## config.mk

```make
export PLATFORM = sky130hd
export DESIGN_NAME = matmul_index_sequencer
export DESIGN_NICKNAME = d
export VERILOG_FILES = /design/src/rtl/matmul_index_sequencer.sv
export SDC_FILE = /design/constraint.sdc
export NUM_CORES = 1
export LEC_CHECK = 0
export ABC_AREA = 1
export CELL_PAD_IN_SITES_DETAIL_PLACEMENT = 0
export CELL_PAD_IN_SITES_GLOBAL_PLACEMENT = 1
export CORE_MARGIN = 8
export CORE_UTILIZATION = 40
export CTS_CLUSTER_DIAMETER = 60
export DETAILED_ROUTE_END_ITERATION = 8
export GPL_TIMING_DRIVEN = 0
export PLACE_DENSITY = 0.82
export SYNTH_ARGS = -nofsm -noshare
export SYNTH_HDL_FRONTEND = slang
export SYNTH_SLANG_ARGS = --single-unit
```

## constraint.sdc

```tcl
create_clock -name clk -period 7.74 [get_ports clk]
set_input_delay 2.322 -clock clk [delete_from_list [all_inputs] [get_ports clk]]
set_output_delay 2.322 -clock clk [all_outputs]
set_load 0.02 [all_outputs]
```

## src/rtl/matmul_index_sequencer.sv

```systemverilog
// matmul_index_sequencer: loop-nest address sequencer for C = A x B (row-major).
// Walks i over M, j over P and k over N, with k innermost, and emits one
// A/B/C address beat per accepted valid/ready handshake.
// Optional feature macro: SEQ_ABORT_EN adds the abort input and aborted output.
module matmul_index_sequencer #(
  parameter int WORD_SIZE = 16,
  parameter int DIM_W     = 8
) (
  input  logic                 clk,
  input  logic                 rst,
  input  logic                 start,
  input  logic [DIM_W-1:0]     dim_m,
  input  logic [DIM_W-1:0]     dim_n,
  input  logic [DIM_W-1:0]     dim_p,
  input  logic [WORD_SIZE-1:0] base_a,
  input  logic [WORD_SIZE-1:0] base_b,
  input  logic [WORD_SIZE-1:0] base_c,
  output logic                 step_valid,
  input  logic                 step_ready,
  output logic [WORD_SIZE-1:0] addr_a,
  output logic [WORD_SIZE-1:0] addr_b,
  output logic [WORD_SIZE-1:0] addr_c,
  output logic                 acc_first,
  output logic                 acc_last,
  output logic                 busy,
  output logic                 done
`ifdef SEQ_ABORT_EN
  ,
  input  logic                 abort,
  output logic                 aborted
`endif
);

  typedef enum logic [1:0] {S_IDLE, S_RUN, S_DONE} state_t;

  state_t state_q, state_d;

  logic [DIM_W-1:0]     m_q, n_q, p_q;
  logic [DIM_W-1:0]     i_q, j_q, k_q;
  logic [WORD_SIZE-1:0] base_b_q;
  logic [WORD_SIZE-1:0] row_a_q;   // base_a + i*N, kept by accumulation
  logic [WORD_SIZE-1:0] col_b_q;   // base_b + j, kept by accumulation
  logic [WORD_SIZE-1:0] addr_a_q, addr_b_q, addr_c_q;

  logic zero_dim, launch, accept, abort_hit;
  logic k_last, j_last, i_last, final_beat;

  assign zero_dim   = (dim_m == '0) || (dim_n == '0) || (dim_p == '0);
  assign launch     = (state_q == S_IDLE) && start && !zero_dim;
  assign accept     = (state_q == S_RUN) && step_ready;
  assign k_last     = (k_q == n_q - DIM_W'(1));
  assign j_last     = (j_q == p_q - DIM_W'(1));
  assign i_last     = (i_q == m_q - DIM_W'(1));
  assign final_beat = accept && k_last && j_last && i_last;

`ifdef SEQ_ABORT_EN
  logic aborted_q;
  // An abort discards the beat pending at the same edge.
  assign abort_hit = (state_q == S_RUN) && abort;
  assign aborted   = aborted_q;

  // Aborted flag: high only during the DONE cycle that follows an abort.
  always_ff @(posedge clk or posedge rst) begin
    if (rst) aborted_q <= 1'b0;
    else     aborted_q <= abort_hit;
  end
`else
  assign abort_hit = 1'b0;
`endif

  // State register.
  always_ff @(posedge clk or posedge rst) begin
    // NOTE: sequential state uses non-blocking assignments so every register samples pre-edge values.
    if (rst) state_q <= S_IDLE;
    else     state_q <= state_d;
  end

  // Next-state logic; start is only looked at in IDLE.
  always_comb begin
    // NOTE: default assignment first so no path through the case can infer a latch.
    state_d = state_q;
    unique case (state_q)
      S_IDLE: if (start) state_d = zero_dim ? S_DONE : S_RUN;
      S_RUN:  if (abort_hit || final_beat) state_d = S_DONE;
      S_DONE: state_d = S_IDLE;
      default: state_d = S_IDLE;
    endcase
  end

  // Loop counters and address registers: latch on launch, advance on accepted beats.
  always_ff @(posedge clk or posedge rst) begin
    if (rst) begin
      m_q      <= '0;
      n_q      <= '0;
      p_q      <= '0;
      i_q      <= '0;
      j_q      <= '0;
      k_q      <= '0;
      base_b_q <= '0;
      row_a_q  <= '0;
      col_b_q  <= '0;
      addr_a_q <= '0;
      addr_b_q <= '0;
      addr_c_q <= '0;
    end else if (launch) begin
      m_q      <= dim_m;
      n_q      <= dim_n;
      p_q      <= dim_p;
      i_q      <= '0;
      j_q      <= '0;
      k_q      <= '0;
      base_b_q <= base_b;
      row_a_q  <= base_a;
      col_b_q  <= base_b;
      addr_a_q <= base_a;
      addr_b_q <= base_b;
      addr_c_q <= base_c;
    end else if (accept && !abort_hit) begin
      if (!k_last) begin
        // Next k: step along the A row and down the B column.
        k_q      <= k_q + DIM_W'(1);
        addr_a_q <= addr_a_q + WORD_SIZE'(1);
        addr_b_q <= addr_b_q + WORD_SIZE'(p_q);
      end else if (!j_last) begin
        // Next column of C: rewind A to the row start, move B to the next column.
        k_q      <= '0;
        j_q      <= j_q + DIM_W'(1);
        addr_a_q <= row_a_q;
        col_b_q  <= col_b_q + WORD_SIZE'(1);
        addr_b_q <= col_b_q + WORD_SIZE'(1);
        addr_c_q <= addr_c_q + WORD_SIZE'(1);
      end else if (!i_last) begin
        // Next row of C: advance the A row start by N, restart B at its base.
        k_q      <= '0;
        j_q      <= '0;
        i_q      <= i_q + DIM_W'(1);
        row_a_q  <= row_a_q + WORD_SIZE'(n_q);
        addr_a_q <= row_a_q + WORD_SIZE'(n_q);
        col_b_q  <= base_b_q;
        addr_b_q <= base_b_q;
        addr_c_q <= addr_c_q + WORD_SIZE'(1);
      end
    end
  end

  assign busy       = (state_q == S_RUN);
  assign step_valid = busy;
  assign done       = (state_q == S_DONE);
  assign acc_first  = busy && (k_q == '0);
  assign acc_last   = busy && k_last;
  assign addr_a     = addr_a_q;
  assign addr_b     = addr_b_q;
  assign addr_c     = addr_c_q;

endmodule
```

# == After elaboration in Yosys (flattened, before gate mapping) ==
# Cells that the tools add are included.
# classes
addsub,11
eq_ne,10
n_mux,40
reduce_logical,23
# ops
operator,n
2-to-1 mux 16 bit,22
2-to-1 mux 8 bit,14
adder 16 x 1 -> 16 bit (second input constant),3
adder 16 x 8 -> 16 bit,2
zero test 8 bit,4
adder 8 x 1 -> 8 bit (second input constant),3
equality test 8 bit,3
subtractor 8 x 1 -> 8 bit (second input constant),3
logical AND 1 bit,8
2-to-1 mux 2 bit,3
nonzero test 2 bit,3
!= test 2 bit (second input constant),2
!= test 4 bit (second input constant),1
case mux 2 bit (2 select lines),1
AND reduction 2 bit,2
AND reduction 4 bit,1
!= test 3 bit (second input constant),1
AND reduction 3 bit,1
equality test 2 x 1 -> 1 bit (second input constant),1
equality test 2 bit (second input constant),1
zero test 2 bit,1
logical OR 1 bit,2
!= test 2 x 1 -> 1 bit (second input constant),1
zero test 1 bit,1
# word_totals
regBits,146
inputBits,76
out_inout_bits,53
wordCells,97

# == Longest topological paths before layout ==
# logic_depth
ltp_word,7
ltp_mapped,19
ltp_nobuf,18

# == Worst setup path after synthesis ==
# No wires, ideal clock.
# synth_path
path_type,flip-flop to output port
from,register n_q[0]
to,output acc_last
arrival_time_ns,1.492
required_time_ns,5.418
slack_ns,3.926
stages_incl_launch_ff,11
path_buffers,0
cell_sequence,dfrtp_1 -> inv_1 -> ha_1 -> nand2_1 -> nor2_1 -> nor2_1 -> nor2_1 -> nand2_1 -> nor2_2 -> nand3_4 -> nor2_4
# synth_via
elab_chain_len,3
# synth_rtl
element,line_no,text
start: declaration,38,"logic [DIM_W-1:0] m_q, n_q, p_q;"
start signal: assignment,107,n_q <= dim_n;
subtractor 8 x 1 -> 8 bit,51,assign k_last = (k_q == n_q - DIM_W'(1));
equality test 8 bit,51,
logical AND 1 bit,150,assign acc_last = busy && k_last;
end: declaration,24,"output logic acc_last,"
# Every way passes these cells.

# == Final worst setup path ==
# Same ends and word-level chain as after synthesis.

==> impl_metrics.py <==
metrics = {
    "yosys": {
        "synth_edf_count": 0,
        "yosysMostFrequentCell": "nand2_1",
        "postSynthCellCount": 1563,
        "syn_area_um2": 10380,
        "yosys-top-cells-count": "nand2_1, inv_1, dfrtp_1, nand3_1, nor2_1",
        "synth_warnings": 0,
        "seq_area_frac_synth_pct": 35.21,
        "synth.distinct_cells": 41,
        "synth_top_cell_area_share_pct": 35.21,
        "syn_nets": 1667,
        "synth-main-ff-cell": "dfrtp_1",
        "async_reset_ff_share_pct": 100.0,
        "post-synth-top-area-cell": "dfrtp_1",
        "syn_avg_cell_area_um2": 6.639,
        "synth_area_leaders": "dfrtp_1, nand2_1, inv_1",
        "synth-seq-cells": 146,
    },
    "flow_run": {
        "maxCapViolCount": 0,
    },
    "drt": {
        "drt_pre_antenna_iters": 7,
        "wl_met2_um": 16590,
        "vias": 10600,
        "wl_met1_um": 16800,
        "via_per_inst": 5.146,
        "route.met3.wl_um": 2317,
        "avgRoutedWirePerCell_um": 17.74,
        "drt.antenna.violating_nets": 0,
        "drcViolationCount": 0,
        "routed.top_layer": "met4",
        "drt_iter0_markers": 785,
        "wl_um": 36530,
    },
    "setup_path": {
        "arrival_ps": 2780,
        "cp-end-kind": "output pin",
        "crit_family": "simple AND/OR/NAND/NOR gates",
        "cp_num_cells": 11,
        "critPathMostFrequentCell": "nor2_1",
        "path_max_fanout": 6,
        "r2r_setup_slack_ps": 4880,
        "r2r-end": "addr_b[2]",
        "slowest_stage": "clkdlybuf4s50_1",
        "rr_startpoint": "p_q[0]",
        "reg2reg_depth": 16,
        "cp-start-kind": "register",
        "startpoint": "n_q[0]",
        "crit_end": "acc_last",
        "slowest_delay_ps": 630,
        "critPathKind": "reg2out",
        "crit_chain": "inv_1 -> ha_1 -> nand2_1 -> nor2_1 -> nor2_1 -> nor2_1 -> nand2_1 -> nor2_2 -> nand3_4 -> nor2_4 -> clkdlybuf4s50_1",
        "cp.required_ps": 5420,
        "cp_num_buf_inv": 2,
    },
    "sta": {
        "fin_crit_sh_pct": 65.86,
        "report.final.slew_viol_count": 0,
        "skew_ps": 14.12,
        "worstMarginPinSlew_ps": 874.0,
        "finalHoldViolCount": 0,
        "max_slew_margin_pct": 41.73,
        "clock.fmax_mhz": 196.2,
        "holdWs_ps": 475.0,
        "fin_crit_ps": 5098,
        "rsz0062_at_grt": "false",
        "setup_viol": 0,
    },
    "grt": {
        "grt_pass1_wl_um": 58260,
        "grt_pass1_vias": 10460,
        "grt_start_max_net_pins": 75,
        "antenna_found_initial": 0,
        "grt_use_total_pct": 23.80,
        "grt_overflow": 0,
    },
    "clocking": {
        "clock-sinks": 146,
        "cts.htree.levels": 4,
        "cts_made_buffers": 17,
        "clockBufferDepth": 2,
        "root_buffer": "clkbuf_16",
        "holdBufCountCts": 0,
        "postCtsResizedCells": 0,
        "clock_latency_ps": 440,
        "post_cts_buffers": 0,
        "path_clk_slew_ps": 70,
        "cts_tree": "built",
    },
    "final_layout": {
        "area_delta_synth_final_pct": 21.99,
        "drive_gt1_share_pct": 5.800,
        "post-route-util_pct": 49.13,
        "fillCellCount": 2663,
        "insertedDiodeCount": 0,
        "nNetsFinal": 1815,
    },
    "place": {
        "gp_congestion": 0.8940,
        "place.port_buffers": 128,
        "dp_hpwl_um": 27620,
    },
    "floorplan": {
        "rows": 59,
        "core-area_um2": 25760,
        "dieArea_um2": 31350,
        "ios": 129,
        "start_util_pct": 40.27,
        "fp.dieH_um": 177.1,
        "die_x_um": 177.1,
    },
    "power_and_ir_drop": {
        "switchingPower_mw": 2.482,
        "powerDensity_nw_per_um2": 395.0,
        "intPower_mw": 2.518,
        "p_leak_nw": 6.280,
        "switching_share_pct": 49.65,
        "seq_power_share_pct": 28.7,
        "combPwrFrac_pct": 55.2,
        "vdd_drop_max_mv": 0.2410,
        "power_frac_clock_pct": 16.0,
    },
    "hold_path": {
        "hold_path.class": "reg2reg",
        "hold_path_startpoint": "base_b_q[3]",
    },
    "outcome": {
        "status": "finished, final reports clean",
    },
}
sequential cells by signal, indices dropped and copies added (netlist names):
signal and cells:
col_b_q 16, addr_a 16, addr_c 16, n_q 8, k_q 8, addr_b 16, row_a_q 16, j_q 8
state_q 2, m_q 8, base_b_q 16, p_q 8, i_q 8
cell type report:
| class | instances | area, µm² | area share, % |
|---|---|---|---|
| plain buffers | 54 | 285.3 | 2.254 |
| clock buffers | 17 | 425.4 | 3.361 |
| clock inverters | 15 | 121.4 | 0.9588 |
| inverters | 174 | 660.6 | 5.219 |
| multi-input cells | 1189 | 5784 | 45.70 |
| flip-flops and latches | 146 | 3654 | 28.86 |
| well taps | 335 | 419.2 | 3.311 |
| repair buffers | 129 | 1309 | 10.34 |
power by group through the flow:
stage	clock network [mW]	logic [mW]	registers, mW
6_report	0.801	2.76	1.44
5_1_grt	0.846	3.13	1.48
4_1_cts	0.818	2.76	1.43
3_5_place_dp	0	2.75	1.44
3_3_place_gp	0	2.72	1.44
2_1_floorplan	0	1.78	1.46
how the worst min path moves through the flow:
stage | to | cells past startpoint
floorplan | base_b_q[1] | 2
CTS | base_b_q[3] | 2
global placement | base_b_q[1] | 2
finish | base_b_q[3] | 2
global route | base_b_q[1] | 2
detailed placement | base_b_q[3] | 2
per-layer routing:
metal	GRT usage (%)	up-vias
li1	-	5268
met2	37.96	306
met3	4.907	39
met1	31.92	4983
met5	0	-
met4	7.215	0
cells by family (layout without fill, tap and decap cells):
group	after synthesis	after routing	share of synthesized area, %
buffers and inverters	228	389	9.044
AND/OR/NAND/NOR	897	897	36.21
adder cells (fa/ha/maj)	28	28	3.521
AO/OA/AOI/OAI	191	191	9.852
flip-flops	146	146	35.21
XOR/XNOR	73	73	6.162
metrics by stage:
stage / cells / power (mW) / setup WS [ps] / setup TNS, ps / instance area [µm²]
6_report: 2059 / 5.000 / 2642 / 0 / 12660
5_1_grt: 2059 / 5.450 / 2506 / 0 / 12660
4_1_cts: 2059 / 5.011 / 2625 / 0 / 12660
3_5_place_dp: 2027 / 4.188 / 2456 / 0 / 12110
3_3_place_gp: 2026 / 4.157 / -1163 / -168290 / 12080
2_1_floorplan: 1563 / 3.237 / 1495 / 0 / 10380
tightest hold or removal path: cells and delay by family, from the launching register on:
kind             cells  cell delay [ps]
AND/OR/NAND/NOR      2              100
flip-flops           1              350
cells in the final DEF (no fill, tap or decap), types with 3 or more instances in the layout:
cell / Yosys / routed
nand2_1: 585 / 585
inv_1: 168 / 167
dfrtp_1: 146 / 146
clkdlybuf4s50_1: 0 / 128
nand3_1: 120 / 120
nor2_1: 116 / 116
o21ai_0: 108 / 108
xor2_1: 55 / 55
o21ai_1: 34 / 34
ha_1: 26 / 26
buf_2: 24 / 24
nand4_1: 24 / 24
a21oi_1: 21 / 21
nor3_1: 19 / 19
xnor2_1: 18 / 18
clkbuf_16: 0 / 17
clkbuf_1: 15 / 15
o22ai_1: 8 / 8
nor2_2: 7 / 7
o211ai_1: 7 / 7
inv_6: 0 / 7
inv_2: 6 / 6
buf_4: 6 / 6
nand2_2: 5 / 5
nor2_4: 5 / 5
a21boi_0: 5 / 5
buf_1: 5 / 5
nor4_1: 4 / 4
buf_6: 4 / 4
clkinv_4: 0 / 4
nand3b_1: 3 / 3
a31oi_1: 3 / 3
Note: power is estimated with default switching activity, not from simulation.
